<file path="src/rtl/mem_ctrl.sv">
// Byte-serial load/store responder: splits 1/2/4-byte accesses into single-byte RAM cycles.
// Optional MEM_IO_STALL_EN: stores into IO space (addr[17:16] == 2'b11) wait while io_buffer_full is high.
module mem_ctrl (
    input  logic        clk_in,
    input  logic        rst_in,
    input  logic        rdy_in,
    input  logic        clear,
    input  logic        re,
    input  logic        we,
    input  logic [31:0] addr,
    input  logic [31:0] store_val,
    input  logic [1:0]  width,
    input  logic        sign,
    output logic [31:0] read_val,
    output logic        done,
    output logic        busy,
    input  logic [7:0]  mem_din,
    output logic [7:0]  mem_dout,
    output logic [31:0] mem_a,
    output logic        mem_wr,
    input  logic        io_buffer_full
);

    typedef enum logic [1:0] {IDLE, READ, WRITE, DONE} state_t;

    state_t      state;
    logic [31:0] base_a;
    logic [31:0] store_d;
    logic [31:0] rbuf;
    logic [1:0]  wid;
    logic        sgn;
    logic [2:0]  k;
    logic [1:0]  s;
    logic        issued;
    logic        arriving;
    logic        stalled;

    logic [2:0]  last_n;
    logic [2:0]  s_next;
    logic [31:0] wr_a;
    logic [31:0] assembled;
    logic        io_stall;

    function automatic logic [2:0] nbytes_of(input logic [1:0] w);
        case (w)
            2'd0:    return 3'd1;
            2'd1:    return 3'd2;
            default: return 3'd4;
        endcase
    endfunction

    function automatic logic [31:0] extend(input logic [31:0] v, input logic [1:0] w, input logic sx);
        case (w)
            2'd0:    return sx ? {{24{v[7]}}, v[7:0]} : {24'b0, v[7:0]};
            2'd1:    return sx ? {{16{v[15]}}, v[15:0]} : {16'b0, v[15:0]};
            default: return v;
        endcase
    endfunction

    function automatic logic [7:0] byte_of(input logic [31:0] v, input logic [1:0] i);
        return v[8*i +: 8];
    endfunction

    assign last_n = nbytes_of(wid);
    assign s_next = {1'b0, s} + 3'd1;
    assign wr_a   = (state == IDLE) ? addr : base_a + {29'b0, k};

`ifdef MEM_IO_STALL_EN
    assign io_stall = (wr_a[17:16] == 2'b11) && io_buffer_full;
`else
    logic unused_io;
    assign unused_io = io_buffer_full;
    assign io_stall  = 1'b0;
`endif

    always_comb begin
        assembled = rbuf;
        assembled[8*s +: 8] = mem_din;
    end

    always_ff @(posedge clk_in) begin
        if (rst_in) begin
            state    <= IDLE;
            done     <= 1'b0;
            busy     <= 1'b0;
            read_val <= 32'b0;
            mem_a    <= 32'b0;
            mem_dout <= 8'b0;
            mem_wr   <= 1'b0;
            k        <= 3'd0;
            s        <= 2'd0;
            issued   <= 1'b0;
            arriving <= 1'b0;
            stalled  <= 1'b0;
        end else if (!rdy_in) begin
            // Frozen; a load points the RAM back at the byte it still needs.
            mem_wr <= 1'b0;
            if (state == READ) begin
                mem_a   <= base_a + {30'b0, s};
                stalled <= 1'b1;
            end
        end else begin
            done <= 1'b0;
            case (state)
                IDLE: begin
                    if (!clear && we) begin
                        base_a   <= addr;
                        store_d  <= store_val;
                        wid      <= width;
                        state    <= WRITE;
                        busy     <= 1'b1;
                        mem_a    <= addr;
                        mem_dout <= store_val[7:0];
                        if (io_stall) begin
                            k      <= 3'd0;
                            mem_wr <= 1'b0;
                        end else begin
                            k      <= 3'd1;
                            mem_wr <= 1'b1;
                        end
                    end else if (!clear && re) begin
                        base_a   <= addr;
                        wid      <= width;
                        sgn      <= sign;
                        state    <= READ;
                        busy     <= 1'b1;
                        mem_a    <= addr;
                        mem_wr   <= 1'b0;
                        k        <= 3'd1;
                        s        <= 2'd0;
                        issued   <= 1'b1;
                        arriving <= 1'b0;
                        stalled  <= 1'b0;
                    end
                end
                READ: begin
                    if (clear) begin
                        state <= IDLE;
                        busy  <= 1'b0;
                    end else if (stalled) begin
                        // Byte s was re-addressed during the stall and arrives next cycle.
                        stalled  <= 1'b0;
                        arriving <= 1'b1;
                        if (s_next < last_n) begin
                            mem_a  <= base_a + {29'b0, s_next};
                            k      <= s_next + 3'd1;
                            issued <= 1'b1;
                        end else begin
                            issued <= 1'b0;
                        end
                    end else begin
                        if (arriving) begin
                            rbuf <= assembled;
                            s    <= s + 2'd1;
                            if ({1'b0, s} == last_n - 3'd1) begin
                                read_val <= extend(assembled, wid, sgn);
                                done     <= 1'b1;
                                state    <= DONE;
                            end
                        end
                        arriving <= issued;
                        if (k < last_n) begin
                            mem_a  <= base_a + {29'b0, k};
                            k      <= k + 3'd1;
                            issued <= 1'b1;
                        end else begin
                            issued <= 1'b0;
                        end
                    end
                end
                WRITE: begin
                    // Stores are already committed, so clear does not interrupt them.
                    if (k == last_n) begin
                        mem_wr   <= 1'b0;
                        done     <= 1'b1;
                        read_val <= 32'b0;
                        state    <= DONE;
                    end else if (io_stall) begin
                        mem_wr <= 1'b0;
                    end else begin
                        mem_a    <= wr_a;
                        mem_dout <= byte_of(store_d, k[1:0]);
                        mem_wr   <= 1'b1;
                        k        <= k + 3'd1;
                    end
                end
                DONE: begin
                    state <= IDLE;
                    busy  <= 1'b0;
                end
                default: begin
                    state <= IDLE;
                    busy  <= 1'b0;
                end
            endcase
        end
    end

endmodule

</file>
<file path="config.mk">
export PLATFORM = sky130hd
export DESIGN_NAME = mem_ctrl
export DESIGN_NICKNAME = d
export VERILOG_FILES = /design/src/rtl/mem_ctrl.sv
export SDC_FILE = /design/constraint.sdc
export NUM_CORES = 1
export LEC_CHECK = 0
export ABC_AREA = 1
export BUFFER_PORTS_ARGS = -buffer_cell sky130_fd_sc_hd__buf_2
export CAP_MARGIN = 20
export CELL_PAD_IN_SITES_DETAIL_PLACEMENT = 0
export CELL_PAD_IN_SITES_GLOBAL_PLACEMENT = 2
export CORE_MARGIN = 1
export CORE_UTILIZATION = 36
export CTS_BUF_LIST = sky130_fd_sc_hd__clkbuf_16
export DETAILED_ROUTE_END_ITERATION = 8
export GPL_ROUTABILITY_DRIVEN = 0
export PLACE_DENSITY = 0.94
export SETUP_SLACK_MARGIN = 0.3
export SLEW_MARGIN = 10
export SYNTH_ARGS = -nofsm -noshare
export SYNTH_HDL_FRONTEND = slang
export SYNTH_SLANG_ARGS = --single-unit
</file>
<file path="constraint.sdc">
create_clock -name clk_in -period 5.9 [get_ports clk_in]
set_input_delay 1.18 -clock clk_in [delete_from_list [all_inputs] [get_ports clk_in]]
set_output_delay 1.18 -clock clk_in [all_outputs]
set_load 0.01 [all_outputs]
</file>
==> metrics list <==
- Status: completed
* Critical path data arrival time: around 4000 ps
- The total overflow left after global routing is 0.
* Fraction of layout cells with a size suffix above 1: 0.1824
- The startpoint identified for the worst register-to-register timing path is k[1].
- Clk_skew: roughly 11 ps
- For met1 alone, demand over resource in global routing was 0.3388.
* Total standard cell area after synthesis: approximately 0.011 mm^2
* Count of maximum capacitance violations: 0
- Vias/cell: about 5.2
- The final count of hold timing violations is 0.
* Average size of a mapped cell: 7.697 um^2
* Fill cell total of the finished layout: slightly above 3k
* Initial antenna violation count: 2
- Static Leakage: about 0.0052 uW
- After the first detailed-routing iteration, the DRC count stood at approximately 760.
* Maximum achievable frequency: 0.2707 GHz
* Final HPWL DP: between 20 and 25 mm
* First-pass DRT Iterations: 5
* Met2 Resource Use GR: 0.3190
* Worst endpoint required time: between 6000 and 7000 ps
- STA classifies the critical path endpoint as a flip-flop.
- In this run the post-CTS setup repair buffer count came out at 0.
- Initial Utilization: 0.3660
- between 150 and 200 I/O pins were placed.
* Top_reg_cell synth: edfxtp_1
* Most used routing layer: met1
- Global routing usage summed across all routing layers: 0.2215
* Worst Hold Class: flip-flop to flip-flop
- The number of nets in the synthesized netlist is ~1.5k.
* Hold wc startpoint: read_val[20]
- Clock Pin Slew Worst Setup and Hold Paths: about 80 ps
- By count the netlist is led by 298 x nand2_1, 154 x inv_1, 136 x nand3_1, 130 x a21oi_1, 113 x nor2_1.
* CTS root buf: clkbuf_16
- For the finished layout, the period the worst path requires is 3695 ps.
- After layout, the worst setup slack is between 2000 and 2500 ps.
- Max-slew violations: 0
- Setup violations remaining at the end of the flow were counted as 0.
* Number of buffers created by CTS: 17
- In the routed design, unresolved DRC markers number 0.
- Aggregate routed wire length: around 34 mm
* Global Route met3 Usage: 0.03680
* Endpoint of the worst hold-timing path: read_val[20]
- In this run, synthesis inferred 99 flip-flops with an integrated enable.
- The later pin in the worst-skew pair is clocked with a latency of about 450 ps.
- NumNets Final: 1646
- Synth warn: 0
* Clock H-tree levels: 4
* Floorplan row count: 63
- For the pin with the worst max-slew slack, the measured transition is approximately 1100 ps.
* Via count of the first global-routing pass: just over 9k
- Post-synthesis async set-or-reset flop share: 0
* Maximum vdd ir drop: 0.1956 mV
- The number of cells on the worst reg-to-reg path is 13.
* Proportion of netlist area held by the largest area contributor: 0.2734
* Antenna viol nets, final: 0
* Number of instances in the synthesized netlist: 1413
- After clock tree synthesis, the repair step resized 0 gates.
- Entering global routing, the biggest net connects 54 pins.
* Post-layout util: 0.4213
* Count of hold-fix buffers inserted at cts: 0
- Buffers placed on the I/O ports in this run total ~160.
- Routed length per instance: between 15 and 20 um
* Overall die area: ~0.031 mm^2
- Total core area: 0.02972 mm^2
* Final setup TNS: 0 ps
- Relative slew slack: 0.2478
* Number of placed instances with taps included: 1904
- Setup repair after global routing left no endpoint under its margin.
- Along the worst path, the maximum fanout reaches around 50.
- Place WS: 1768 ps
- Yosys attributes the largest share of cell area to edfxtp_1 27%, dfxtp_1 16%, nand2_1 10%, nand3_1 6.3%, a21oi_1 6.0%.
- Number of register bits inferred by synthesis: 184
- Element type at the critical path start: input port
* Cell depth of the worst hold path: 2
* Via total after detailed routing: between 10k and 15k
- Sequential share of the synthesized area: 0.4298
- Register Area: approximately 0.0047 mm^2
- Cell variety after synth: between 50 and 60
- In the final layout, the multi-input gates occupy roughly 0.0053 mm^2.
- R2r setup slk: ~2300 ps
* Most used standard cell by instance count after synthesis: nand2_1
* Post-synthesis to final-layout area growth: 15.13%
- CTS Sinks: about 180
- R2r endpoint: mem_a[14]
- The worst setup path is of the input port to flip-flop kind.
* Overall power consumption: 3523 uW
- Die outline height: around 180 um
- Power density relative to cell area: approximately 280 mW/mm^2
- Clock tree from TritonCTS: done
* First-pass GRT wire length: 53.03 mm
- Summed over all instances, the cell type with the most area after synthesis is edfxtp_1.
* Clock buffer depth: 2
- Dividing the final minimum period by the clock period gives 0.6262.
- For this run, the number of standard cells in the final layout without fillers is a little under 2k.
- Measured along the x axis, the die boundary spans 175.8 um.
[critical path, stage by stage]
cell and delay (ps):
buf_2 520, inv_2 620, nor2_4 420, nor2_1 70, nor2_1 150, nand2_2 60
buf_4 250, inv_4 390, o31ai_1 140, a21oi_1 160, nor2_1 50
[power breakdown]
| group | leakage (uW) | total (uW) | switching, uW | internal (uW) |
|---|---|---|---|---|
| Sequential | 0.00159 | 1520 | 70.8 | 1450 |
| Combinational | 0.00335 | 839 | 572 | 268 |
| Clock | 0.000288 | 1160 | 596 | 568 |
[flip-flops by register name (all words and copies together), names as in the netlist]
| register | flops |
|---|---|
| done | 1 |
| store_d | 32 |
| state | 2 |
| mem_a | 32 |
| read_val | 32 |
| mem_dout | 8 |
| sgn | 1 |
| s | 2 |
| base_a | 32 |
| rbuf | 32 |
| mem_wr | 1 |
| arriving | 1 |
| k | 3 |
| busy | 1 |
| wid | 2 |
| stalled | 1 |
| issued | 1 |
[cells by family (layout without fill, tap and decap cells)]
| family | count (synthesis) | after routing | synth area share |
|---|---|---|---|
| simple gates | 644 | 644 | 0.2738 |
| buf+inv | 229 | 362 | 0.08456 |
| compound gates | 307 | 307 | 0.1596 |
| fa+ha+maj | 31 | 31 | 0.03774 |
| other cells | 0 | 1 | 0 |
| flops | 184 | 184 | 0.4298 |
| xor+xnor | 18 | 18 | 0.01450 |
[stage by stage]
stage | instance area (um^2) | hold WS, ps
5_1_grt | 12520 | 478.4
6_report | 12520 | 463.2
3_3_place_gp | 11930 | 451.9
3_5_place_dp | 11930 | 450.1
2_1_floorplan | 10880 | 487.3
4_1_cts | 12520 | 461.6
[worst max path at each step]
stage	from	end	slack [ps]
global route	k[1]	mem_a[14]	1970
floorplan	rdy_in	base_a[0]	1750
finish	rdy_in	mem_a[26]	2210
detailed placement	rdy_in	base_a[25]	1770
CTS	rdy_in	base_a[7]	2230
global placement	rdy_in	base_a[7]	1780
[cell usage in the layout (no fill, tap or decap), types with 10 or more instances in the layout]
master,n
nor2_2,11
o211ai_1,11
inv_2,11
inv_1,155
nand2_2,11
or2_2,22
a31oi_1,12
nor2_1,112
a211oi_1,13
edfxtp_1,99
clkbuf_16,17
o21ai_0,87
ha_1,28
nor3_1,14
a21oi_1,129
o22ai_1,24
nand3_1,136
a221oi_1,10
xor2_1,15
nand2_1,298
buf_2,155
dfxtp_1,85
nor2_4,11
[layer usage]
metal / share of wire / vias to the layer above
met3: 0.068 / 29
met5: 0.00039 / -
met4: 0.013 / 2
met2: 0.41 / 332
li1: - / 5014
met1: 0.50 / 4668
[final cells by class]
cell class              count  area share
diodes                      1   0.0001999
clock buffers              17     0.03398
clock inverters            15     0.01289
inverters                 168     0.05056
multi-input cells        1000      0.4229
flip-flops and latches    184      0.3733
well taps                 390     0.03897
repair buffers            162     0.06715
(Power assumes the default switching activity.)
